`src/rtl/ssemi_cic_ctrl_pkg.sv`:
```
// ssemi_cic_ctrl_pkg: shared types, defaults and decimation factor validation for the CIC controller
package ssemi_cic_ctrl_pkg;
  typedef enum logic [2:0] {
    ST_IDLE   = 3'd0,
    ST_FLUSH  = 3'd1,
    ST_SETTLE = 3'd2,
    ST_RUN    = 3'd3,
    ST_FAULT  = 3'd4
  } cic_ctrl_state_e;
  typedef logic [15:0] dec_factor_t;
  typedef logic [7:0] overrun_cnt_t;
  localparam int MIN_DEC_DEF = 32;
  localparam int MAX_DEC_DEF = 512;
  function automatic logic dec_legal(input dec_factor_t f, input int mn, input int mx);
    return (int'(f) >= mn) && (int'(f) <= mx) && (f != '0) && ((f & (f - 16'd1)) == '0);
  endfunction
endpackage

```
`src/rtl/ssemi_cic_out_reg.sv`:
```
// ssemi_cic_out_reg: single-entry valid/ready output register with overwrite and overrun pulse
module ssemi_cic_out_reg #(
  parameter int DATA_WIDTH = 32
) (
  input  logic                  i_clk,
  input  logic                  i_rst_n,
  input  logic                  i_flush,
  input  logic                  i_load,
  input  logic [DATA_WIDTH-1:0] i_data,
  input  logic                  i_ready,
  output logic [DATA_WIDTH-1:0] o_data,
  output logic                  o_valid,
  output logic                  o_overrun
);
  assign o_overrun = i_load && o_valid && !i_ready;
  // hold one sample; a new load overwrites, a handshake or flush empties it
  always_ff @(posedge i_clk) begin
    if (!i_rst_n) begin
      o_data  <= '0;
      o_valid <= 1'b0;
    end else if (i_flush) begin
      o_valid <= 1'b0;
    end else if (i_load) begin
      o_data  <= i_data;
      o_valid <= 1'b1;
    end else if (i_ready) begin
      o_valid <= 1'b0;
    end
  end
endmodule

```
`src/rtl/ssemi_cic_ctrl.sv`:
```
// ssemi_cic_ctrl: CIC sequencing controller (flush, settle-discard, run, fault); SSEMI_CIC_CTRL_AUTO_RECOVER_EN enables timed fault recovery
module ssemi_cic_ctrl
  import ssemi_cic_ctrl_pkg::*;
#(
  parameter int CIC_STAGES         = 5,
  parameter int DIFFERENTIAL_DELAY = 1,
  parameter int DATA_WIDTH         = 32,
  parameter int MIN_DEC            = MIN_DEC_DEF,
  parameter int MAX_DEC            = MAX_DEC_DEF,
  parameter int FLUSH_CYCLES       = 4,
  parameter int RECOVER_CYCLES     = 16
) (
  input  logic                  i_clk,
  input  logic                  i_rst_n,
  input  logic                  i_start,
  input  logic                  i_stop,
  input  logic                  i_clear_fault,
  input  logic [15:0]           i_dec_factor,
  input  logic                  i_adc_valid,
  output logic                  o_cic_enable,
  output logic                  o_cic_valid,
  output logic [15:0]           o_cic_dec_factor,
  input  logic [DATA_WIDTH-1:0] i_cic_data,
  input  logic                  i_cic_valid,
  input  logic                  i_cic_overflow,
  input  logic                  i_cic_underflow,
  output logic [DATA_WIDTH-1:0] o_data,
  output logic                  o_valid,
  input  logic                  i_ready,
  output logic [2:0]            o_state,
  output logic                  o_cfg_error,
  output logic                  o_fault,
  output logic [7:0]            o_overrun_cnt,
  output logic                  o_busy
);
  localparam int SETTLE_N = CIC_STAGES * DIFFERENTIAL_DELAY;
  localparam int FCW = $clog2(FLUSH_CYCLES + 1);
  localparam int SCW = $clog2(SETTLE_N + 1);
  cic_ctrl_state_e state;
  logic [FCW-1:0] fcnt;
  logic [SCW-1:0] scnt;
  dec_factor_t dec;
  overrun_cnt_t ovr;
  logic cfg_err;
  logic flt, start_ok, active, stay_run, load, overrun;
  assign flt      = i_cic_overflow || i_cic_underflow;
  assign start_ok = i_start && dec_legal(i_dec_factor, MIN_DEC, MAX_DEC);
  assign active   = (state == ST_SETTLE) || (state == ST_RUN);
  assign stay_run = (state == ST_RUN) && !i_stop && !flt && !start_ok;
  assign load     = stay_run && i_cic_valid;
  assign o_cic_enable     = active;
  assign o_cic_valid      = active && i_adc_valid;
  assign o_cic_dec_factor = dec;
  assign o_state          = state;
  assign o_cfg_error      = cfg_err;
  assign o_fault          = state == ST_FAULT;
  assign o_overrun_cnt    = ovr;
  assign o_busy           = state != ST_IDLE;
`ifdef SSEMI_CIC_CTRL_AUTO_RECOVER_EN
  localparam int RCW = $clog2(RECOVER_CYCLES + 1);
  logic [RCW-1:0] rcnt;
`else
  logic unused_rec;
  assign unused_rec = ^RECOVER_CYCLES;
`endif
  ssemi_cic_out_reg #(.DATA_WIDTH(DATA_WIDTH)) u_out (
    .i_clk    (i_clk),
    .i_rst_n  (i_rst_n),
    .i_flush  (!stay_run),
    .i_load   (load),
    .i_data   (i_cic_data),
    .i_ready  (i_ready),
    .o_data   (o_data),
    .o_valid  (o_valid),
    .o_overrun(overrun)
  );
  // sequencing FSM with flush/settle/recover counters, config latch and overrun counter
  always_ff @(posedge i_clk) begin
    if (!i_rst_n) begin
      state   <= ST_IDLE;
      fcnt    <= '0;
      scnt    <= '0;
      dec     <= dec_factor_t'(MIN_DEC);
      ovr     <= '0;
      cfg_err <= 1'b0;
`ifdef SSEMI_CIC_CTRL_AUTO_RECOVER_EN
      rcnt    <= '0;
`endif
    end else begin
      if (overrun && ovr != '1) ovr <= ovr + 1'b1;
`ifdef SSEMI_CIC_CTRL_AUTO_RECOVER_EN
      rcnt <= '0;
`endif
      if (state == ST_FAULT) begin
        if (i_stop) state <= ST_IDLE;
        else if (i_clear_fault) begin
          state <= ST_FLUSH;
          fcnt  <= '0;
        end
`ifdef SSEMI_CIC_CTRL_AUTO_RECOVER_EN
        else if (rcnt == RCW'(RECOVER_CYCLES - 1)) begin
          state <= ST_FLUSH;
          fcnt  <= '0;
        end else rcnt <= rcnt + 1'b1;
`endif
      end else if (state != ST_IDLE && i_stop) begin
        state <= ST_IDLE;
      end else if (active && flt) begin
        state <= ST_FAULT;
      end else if (start_ok) begin
        state   <= ST_FLUSH;
        fcnt    <= '0;
        dec     <= i_dec_factor;
        cfg_err <= 1'b0;
        ovr     <= '0;
      end else begin
        if (i_start) cfg_err <= 1'b1;
        if (state == ST_FLUSH) begin
          if (fcnt == FCW'(FLUSH_CYCLES - 1)) begin
            state <= ST_SETTLE;
            scnt  <= '0;
          end else fcnt <= fcnt + 1'b1;
        end
        if (state == ST_SETTLE && i_cic_valid) begin
          if (scnt == SCW'(SETTLE_N - 1)) state <= ST_RUN;
          else scnt <= scnt + 1'b1;
        end
      end
    end
  end
endmodule

```
`config.mk`:
```
export PLATFORM = sky130hd
export DESIGN_NAME = ssemi_cic_ctrl
export DESIGN_NICKNAME = d
export VERILOG_FILES = /design/src/rtl/ssemi_cic_ctrl_pkg.sv /design/src/rtl/ssemi_cic_out_reg.sv /design/src/rtl/ssemi_cic_ctrl.sv
export SDC_FILE = /design/constraint.sdc
export NUM_CORES = 1
export LEC_CHECK = 0
export CELL_PAD_IN_SITES_DETAIL_PLACEMENT = 0
export CELL_PAD_IN_SITES_GLOBAL_PLACEMENT = 1
export CORE_MARGIN = 3
export CORE_UTILIZATION = 31
export CTS_CLUSTER_DIAMETER = 100
export CTS_CLUSTER_SIZE = 40
export DETAILED_ROUTE_END_ITERATION = 6
export PLACE_DENSITY_LB_ADDON = 0.1
export SYNTH_ARGS = -nofsm -noshare
export SYNTH_HDL_FRONTEND = slang
export SYNTH_SLANG_ARGS = --single-unit
```
`constraint.sdc`:
```
create_clock -name i_clk -period 2.85 [get_ports i_clk]
set_clock_uncertainty 0.15 [all_clocks]
set_input_delay 0.57 -clock i_clk [delete_from_list [all_inputs] [get_ports i_clk]]
set_output_delay 0.57 -clock i_clk [all_outputs]
set_load 0.005 [all_outputs]
```
==> run metrics, run 1 <==
Cells after Synth roughly 350; critical path class in2reg; main flop type after synthesis dfxtp_1; GR Overflow Total 0; Worst-Skew Late Latency about 0.34 ns; Core ar. around 0.0094 mm2; Syn. warnings 0; H-tree depth 3; die area around 0.011 mm2; final wirelength about 8200 um; most common library cell in the layout ignoring fill and taps clkdlybuf4s50_1; startpoint types input port; top post-synthesis cells by area dfxtp_1 44%, mux2i_1 11%, nand2_1 9.9%, and2_1 2.9%, a21oi_1 2.7%; number of synthesized register bits 67; clock power share 46.1%; final setup fails 0; Worst VDD drop about 220 uV; Worst-Margin Slew about 0.58 ns; Yosys cell types 53; Post-Syn Area per Cell between 8 and 9 um2; Post-Syn Nets slightly above 400; leakage ~1.7 nW; Worst Path Arrival between 2 and 3 ns; largest net degree at the start of global routing between 40 and 50; Synth top area share 44.4%; final instance area slightly below 0.005 mm2; post-CTS setup buffer count 0; Sequential Power Share between 40% and 50%; DRT antenna net count 0; fin. max-slew vios 0; Logic pwr share ~7.5%; placed cell area approximately 0.0046 mm2; Worst-path clk slew 0.08 ns; initial antenna violation count 0; count of input and output buffers between 100 and 150; CTS tree built; drt wl/cell between 10 and 15 um; post-cts sizing count 0; number of global-route vias before repair just under 3k; RePlAce Congestion between 0.7 and 0.8; Area Overhead vs Synth 59.7%; router iterations before antenna repair 6; Worst Hold Class reg2reg; Tot GR Track Use between 15 and 20%; maximum capacitance violations 0; final critical-path required period 2.61 ns; chip width 105 um; Detailed Route Iter0 Violations just over 90; Max Fclk 384 MHz; via count between 2k and 3k; Ports between 100 and 150; hold_ws ~0.31 ns; Final Cycle Share between 90% and 100%; Post-synth EDFFs 0; Num CTS Buffers 9; first-pass GRT wire length about 14000 um; Via-to-Cell Ratio around 4.6; Sw Share around 22%; starting density of the core approximately a third; root buffer cell clkbuf_8; Sink Count 67; worst-path maximum fanout 7; Hold Vio Cnt, Final 0; sequential fraction of the synthesis area 44.4%; DP HPWL approximately 6000 um; Clock Tree Buf Depth 2; synthesized cell area 0.00302 mm2; RSZ-0062 raised after global routing no; # diodes 0; Net count, final 557; cts hold-fix bufs 0; pre-CTS setup slack -0.128 ns; fill count around 940; P_int between 0.0015 and 0.002 W; sw power 0.000446 W; Die H 105 um; Synth area leader dfxtp_1; Worst slew margin 61.0%; Async S/R FF share, synth 0%; CP required 2.91 ns; Setup WS post-layout around 0.24 ns; CP Capture Type flip-flop; Power Dens Cells roughly 420 mW/mm2; commonest cells after routing, fill and taps aside 121 x clkdlybuf4s50_1, 80 x nand2_1, 67 x dfxtp_1; share of cells above drive strength 1 between 10% and 20%; FP Rows 35; status finished, final reports clean; DRC Markers 0
## cell usage after synthesis (2+ instances only)
cell and count:
nand2_1 80, dfxtp_1 67, mux2i_1 33, a21oi_1 16, and2_1 14, nor2_1 14, o21ai_0 13, clkbuf_1 12
inv_1 11, nand3_1 11, nor3_1 8, ha_1 5, and3_1 4, buf_2 4, nor2b_1 4, nor4_1 4
nand3b_1 3, o31ai_1 3, or3_1 3, a211o_1 2, a21boi_0 2, a22oi_1 2, nand2b_1 2, nand4_1 2
or4_4 2
## power by group through the flow
stage | Clock, W | Combinational, W | Sequential [W]
after floorplan | 0 | 0.0000427 | 0.000959
after global placement | 0 | 0.000151 | 0.000959
after detailed placement | 0 | 0.000152 | 0.000959
after CTS | 0.000963 | 0.000153 | 0.000937
after global routing | 0.00100 | 0.000167 | 0.000937
final | 0.000932 | 0.000151 | 0.000937
## path summary, 6_finish.rpt
| path | startpoint | endpoint | slack, ns | cells after the start |
|---|---|---|---|---|
| setup reg to reg | o_state[2] | o_overrun_cnt[7] | 0.51 | 5 |
| hold reg to reg | u_out.o_data[13] | u_out.o_data[13] | 0.31 | 2 |
| setup / recovery | i_dec_factor[5] | o_cic_dec_factor[6] | 0.24 | 8 |
| hold / removal | u_out.o_data[13] | u_out.o_data[13] | 0.31 | 2 |
## sequential cells by signal, summed over array words and instances (netlist names)
signal,flops
u_out.o_valid,1
fcnt,3
scnt,3
o_state,3
o_overrun_cnt,8
o_cfg_error,1
o_cic_dec_factor,16
u_out.o_data,32
## cell families (layout without fill, tap and decap cells)
group / after synthesis / count (layout) / synth area share (%)
fa+ha+maj: 6 / 6 / 2.40
buf+inv: 28 / 178 / 3.77
mux: 33 / 33 / 10.9
flops: 67 / 67 / 44.4
compound gates: 59 / 59 / 13.6
xor+xnor: 1 / 1 / 0.290
simple gates: 155 / 155 / 24.6
## through the flow
step	utilization [%]	setup TNS, ns	std cells	power, W
finish	51.5	0	628	0.00202
global route	51.5	0	628	0.00211
CTS	51.5	0	628	0.00205
detailed placement	49.0	-4.64	612	0.00111
global placement	49.0	-3.21	612	0.00111
floorplan	-	0	349	0.00100
## cell type report
| class | count | area [um2] | share of cell area (%) |
|---|---|---|---|
| clock buffer | 11 | 151 | 3.14 |
| clock inverter | 5 | 83.8 | 1.74 |
| inverter | 11 | 41.3 | 0.856 |
| multi-input combinational | 254 | 1570 | 32.6 |
| sequential | 67 | 1340 | 27.8 |
| tap | 129 | 161 | 3.35 |
| timing repair buffer | 151 | 1470 | 30.5 |
## worst max-delay path: stages
cell	delay, ns
clkdlybuf4s50_1	0.49
nor4_1	0.46
a21boi_0	0.20
o211ai_2	0.21
o21ai_0	0.23
buf_4	0.24
o21ai_0	0.16
a21oi_1	0.09
## layer usage
metal	routed length, um	GRT usage (%)	part of all wire (%)	vias up
li1	-	-	-	1501
met1	3810	20.2	46	1341
met2	3880	24.2	47	66
met3	398	4.14	4.9	9
met4	104	5.34	1.3	0
met5	0	0	0	-
No activity file was read; power rests on OpenSTA's default activity.
==> run 2: changes to the inputs <==
- GPL_TIMING_DRIVEN: default -> 0
==> run metrics, run 2 (synthesis gave the netlist of run 1 again) <==
Worst-path clk slew 0.07 ns (about the same); Max Fclk 370 MHz (-3.6%); M1 WL 4080 um (+7.0%); final setup fails 0 (unchanged); RSZ-0062 raised after global routing no; post-CTS setup buffer count 0 (unchanged); DRC Markers 0 (unchanged); first-pass GRT wire length 13800 um (-1.4%); max FFs per register 32 (unchanged); Ports 123 (unchanged); Num CTS Buffers 9 (unchanged); starting density of the core 32.2% (unchanged); WL met2 3990 um (+2.7%); maximum capacitance violations 0 (unchanged); Worst slew margin 57.3% (-3.6 points); Worst-Margin Slew 0.640 ns (+0.0605 ns); FP Rows 35 (unchanged); initial antenna violation count 0 (unchanged); number of global-route vias before repair 2714 (-6.0%); root buffer cell clkbuf_8; GR Overflow Total 0 (unchanged); RePlAce Congestion 0.726 (+0.40%); most flop-heavy register u_out.o_data; CP Capture Type flip-flop; Net count, final 545 (-2.2%); final critical-path required period 2.70 ns (+0.0986 ns); commonest cells after routing, fill and taps aside 122 x clkdlybuf4s50_1, 80 x nand2_1, 67 x dfxtp_1; leakage 1.62 nW (-7.3%); Worst-Skew Late Latency 0.33 ns (about the same); chip width 105 um (unchanged); drt wl/cell 13.8 um (+5.8%); post-cts sizing count 1 (+1); Die H 105 um (unchanged); Area Overhead vs Synth 52.7%; Hold Vio Cnt, Final 0 (unchanged); share of cells above drive strength 1 7.19% (-4.4 points); Final Cycle Share 94.9% (+3.5 points); CTS tree built; Worst VDD drop 258 uV (+19%); H-tree depth 3 (unchanged); startpoint types input port; most common library cell in the layout ignoring fill and taps clkdlybuf4s50_1; fin cells 616 (-1.9%); Tot GR Track Use 15.2% (-0.11 points); Setup TNS Final 0 ns (unchanged); Worst Hold Class reg2reg; DP HPWL 6300 um (+3.3%); router iterations before antenna repair 4 (-2); die area 0.0110 mm2 (unchanged); Power Dens Cells 402 mW/mm2 (-4.0%); critical path class in2reg; Worst Path Arrival 2.77 ns (+0.10 ns); fill count 967 (+3.3%); DRT antenna net count 0 (unchanged); met3 WL 365 um (-8.3%); final wirelength 8500 um (+3.8%); cts hold-fix bufs 0 (unchanged); status finished, final reports clean; Sink Count 67 (unchanged); Final Util 49.2% (-2.3 points); via count 2890 (-0.93%); CP required 2.92 ns (about the same); # diodes 0 (unchanged); Via-to-Cell Ratio 4.69 (+1.0%); Clock Tree Buf Depth 2 (unchanged); count of input and output buffers 122 (unchanged); DR top layer met4; Core ar. 0.00937 mm2 (unchanged); fin. max-slew vios 0 (unchanged); worst-path maximum fanout 10 (+3); Detailed Route Iter0 Violations 68 (-25%); Placed Instances 600 (-2.0%); largest net degree at the start of global routing 12 (-74%)
-- run 2: changes by cell type in the layout (fill, tap and decap cells not counted), moves of 2 or more --
cell,previous run,this run
clkinv_2,0,3
clkbuf_4,0,3
clkinvlp_4,2,0
buf_12,3,0
clkbuf_8,11,9
buf_4,26,1
clkbuf_1,0,13
-- run 2: path summary, 6_finish.rpt --
kind / endpoint / depth (start not counted) / startpoint / slack, ns
setup / recovery: o_cic_dec_factor[14] / 8 / i_dec_factor[2] / 0.15
hold / removal: u_out.o_data[0] / 2 / u_out.o_data[0] / 0.31
setup reg to reg: o_overrun_cnt[7] / 6 / o_state[1] / 0.53
hold reg to reg: u_out.o_data[0] / 2 / u_out.o_data[0] / 0.31
-- run 2: final cells by class --
type                       count  area [um2]  area share [%]
buffer                        17        81.3            1.76
inverter                      11        41.3           0.895
clock inverter                 5        53.8            1.17
tap                          129         161            3.50
timing repair buffer         122        1220            26.5
multi-input combinational    254        1580            34.3
sequential                    67        1340            29.1
clock buffer                  11         131            2.85
-- run 2: per-stage QoR --
stage	hold WS [ns]	setup WS (ns)	cell area, um2	total power (W)
5_1_grt	0.328	0.00904	4610	0.00193
3_5_place_dp	0.293	-0.359	4400	0.00111
4_1_cts	0.307	0.0158	4590	0.00188
3_3_place_gp	0.291	-0.315	4400	0.00111
6_report	0.305	0.145	4610	0.00185
2_1_floorplan	0.301	0.528	3020	0.00100
-- run 2: power by group --
| part | internal, W | total, W | switching, W |
|---|---|---|---|
| Sequential | 0.000936 | 0.000937 | 0.000000475 |
| Clock | 0.000402 | 0.000770 | 0.000368 |
| Combinational | 0.0000869 | 0.000148 | 0.0000607 |
-- run 2: layer usage --
layer	global-route usage, %	up-vias
li1	-	1477
met1	20.8	1346
met2	24.3	60
met3	3.27	7
met4	4.22	0
met5	0	-
-- run 2: worst max-delay path, stage by stage --
cell	delay (ns)
clkdlybuf4s50_1	0.46
maj3_1	0.37
o31a_1	0.26
a211oi_2	0.32
o2111a_2	0.34
nor2_1	0.07
clkbuf_1	0.19
and2_1	0.20
==> run 3: changes to the inputs <==
- CORE_UTILIZATION: 31 -> 30
==> run metrics, run 3 (synthesis gave the netlist of run 1 again) <==
status finished, final reports clean; Clock Tree Buf Depth 2 (unchanged); max FFs per register 32 (unchanged); Final Cycle Share 94.2% (-0.74 points); GR Overflow Total 0 (unchanged); number of global-route vias before repair 2883 (+6.2%); reg2reg start o_state[1]; fin. max-slew vios 0 (unchanged); P_int 0.00142 W (-0.15%); chip width 106 um (+1.6%); leakage 1.61 nW (-0.44%); Tot GR Track Use 15.7% (+0.47 points); sw power 0.000445 W (+3.8%); Worst VDD drop 236 uV (-8.4%); # diodes 0 (unchanged); final critical-path required period 2.68 ns (-0.0212 ns); Sw Share 23.8% (+0.69 points); CTS tree built; DRT antenna net count 0 (unchanged); final instance area 0.00462 mm2 (about the same); final setup fails 0 (unchanged); drt wl/cell 14.0 um (+1.5%); largest net degree at the start of global routing 13 (+1); Num CTS Buffers 9 (unchanged); clock power share 42.0% (+0.5 points); Core ar. 0.00977 mm2 (+4.3%); CP cell instances clkdlybuf4s50_1 -> maj3_1 -> o31a_1 -> a211oi_2 -> o21a_1 -> buf_2 -> nor3_1 -> o32ai_1; Worst-path clk slew 0.07 ns (about the same); critical path class in2reg; Logic pwr share 7.9% (about the same); via count 2900 (+0.35%); Ports 123 (unchanged); CP Capture Type flip-flop; DRC Markers 0 (unchanged); Sequential Power Share 50.1% (-0.4 points); Max Fclk 373 MHz (+0.79%); Worst Path Arrival 2.78 ns (about the same); Via-to-Cell Ratio 4.68 (-0.14%); RSZ-0062 raised after global routing no; Power Dens Cells 405 mW/mm2 (+0.70%); startpoint types input port; Die H 106 um (+1.6%); Buffers & Inverters on Critical Path 2 (unchanged); cell family with most CP delay compound AO/OA/AOI/OAI gates; share of cells above drive strength 1 7.41% (+0.22 points); Max stage delay on crit path 0.46 ns (about the same); Sink Count 67 (unchanged); reg2reg setup slack 0.53 ns (about the same); CP required 2.94 ns (+0.02 ns); Detailed Route Iter0 Violations 86 (+26%); placed cell area 0.00441 mm2 (+0.11%); RePlAce Congestion 0.751 (+3.5%); final wirelength 8670 um (+2.0%); root buffer cell clkbuf_8; count of input and output buffers 122 (unchanged); Worst Hold Path EP u_out.o_data[0]; hold_ws 0.308 ns (+0.00224 ns); Worst-Margin Slew 0.606 ns (-0.0335 ns); FP Rows 36 (+2.9%); Net count, final 545 (unchanged); post-CTS setup buffer count 0 (unchanged); Worst Hold Class reg2reg; Reg2Reg Depth 6 (unchanged); most common library cell in the layout ignoring fill and taps clkdlybuf4s50_1; die area 0.0113 mm2 (+3.1%); most flop-heavy register u_out.o_data; hold path depth 2 (unchanged); Worst-Skew Late Latency 0.33 ns (about the same); Worst slew margin 59.6% (+2.2 points); RR Endpoint o_overrun_cnt[7]; worst-path maximum fanout 10 (unchanged); commonest cells after routing, fill and taps aside 122 x clkdlybuf4s50_1, 80 x nand2_1, 67 x dfxtp_1; router iterations before antenna repair 4 (unchanged); Crit-path slowest cell clkdlybuf4s50_1; Hold Vio Cnt, Final 0 (unchanged); first-pass GRT wire length 14300 um (+3.9%); H-tree depth 3 (unchanged); Area Overhead vs Synth 52.8% (about the same); maximum capacitance violations 0 (unchanged); worst min-delay path startpoint u_out.o_data[0]; DP HPWL 6520 um (+3.4%); starting density of the core 30.9% (-1.3 points); initial antenna violation count 0 (unchanged)
-- run 3: how the worst max path moves through the flow --
stage                                from                  end  slack (ns)  cells past startpoint
after floorplan           i_dec_factor[4]  o_cic_dec_factor[0]        0.53                      7
after global placement    i_dec_factor[2]  o_cic_dec_factor[5]       -0.34                      8
after detailed placement  i_dec_factor[2]  o_cic_dec_factor[5]       -0.37                      8
after CTS                 i_dec_factor[5]     u_out.o_data[27]        0.03                      8
after global routing      i_dec_factor[4]              scnt[1]        0.03                      8
final                     i_dec_factor[2]              scnt[1]        0.17                      8
-- run 3: tightest hold or removal path, cell delays in order, from the launching register on --
cell,delay [ns]
dfxtp_1,0.31
nand2_1,0.05
mux2i_1,0.05
-- run 3: through the flow --
step | total power [W] | TNS [ns] | setup slack (ns) | std cells | utilization (%)
after floorplan | 0.00100 | 0 | 0.528 | 349 | -
after global placement | 0.00111 | -17.86 | -0.337 | 604 | 45.1
after detailed placement | 0.00111 | -19.88 | -0.374 | 604 | 45.1
after CTS | 0.00190 | 0 | 0.0343 | 619 | 47.1
after global routing | 0.00196 | 0 | 0.0289 | 619 | 47.2
final | 0.00187 | 0 | 0.166 | 619 | 47.2
-- run 3: timing repair --
action | in CTS | in global routing
resized for setup | 1 | 5
hold buffers | 0 | 0
setup endpoints to repair | 1 | 57
pin swaps | 0 | 1
-- run 3: routing by layer --
metal	GRT usage (%)	routed length, um	up-vias
li1	-	-	1474
met1	19.7	3970	1356
met2	26.5	4210	60
met3	3.52	386	10
met4	5.27	104	0
met5	0	0	-
-- run 3: power groups by stage --
stage                     clock, W  sequential [W]  combinational, W
after floorplan                  0        0.000959         0.0000427
after global placement           0        0.000959          0.000146
after detailed placement         0        0.000959          0.000148
after CTS                 0.000816        0.000937          0.000149
after global routing      0.000864        0.000937          0.000161
final                     0.000785        0.000937          0.000147
-- run 3: cell type report --
type,count,area (um2)
Inverter,11,41.3
Clock buffer,9,124
Timing Repair Buffer,122,1220
Tap cell,133,166
Sequential cell,67,1340
Multi-Input combinational cell,254,1580
Buffer,17,73.8
Clock inverter,6,66.3
Fill cell,976,5160
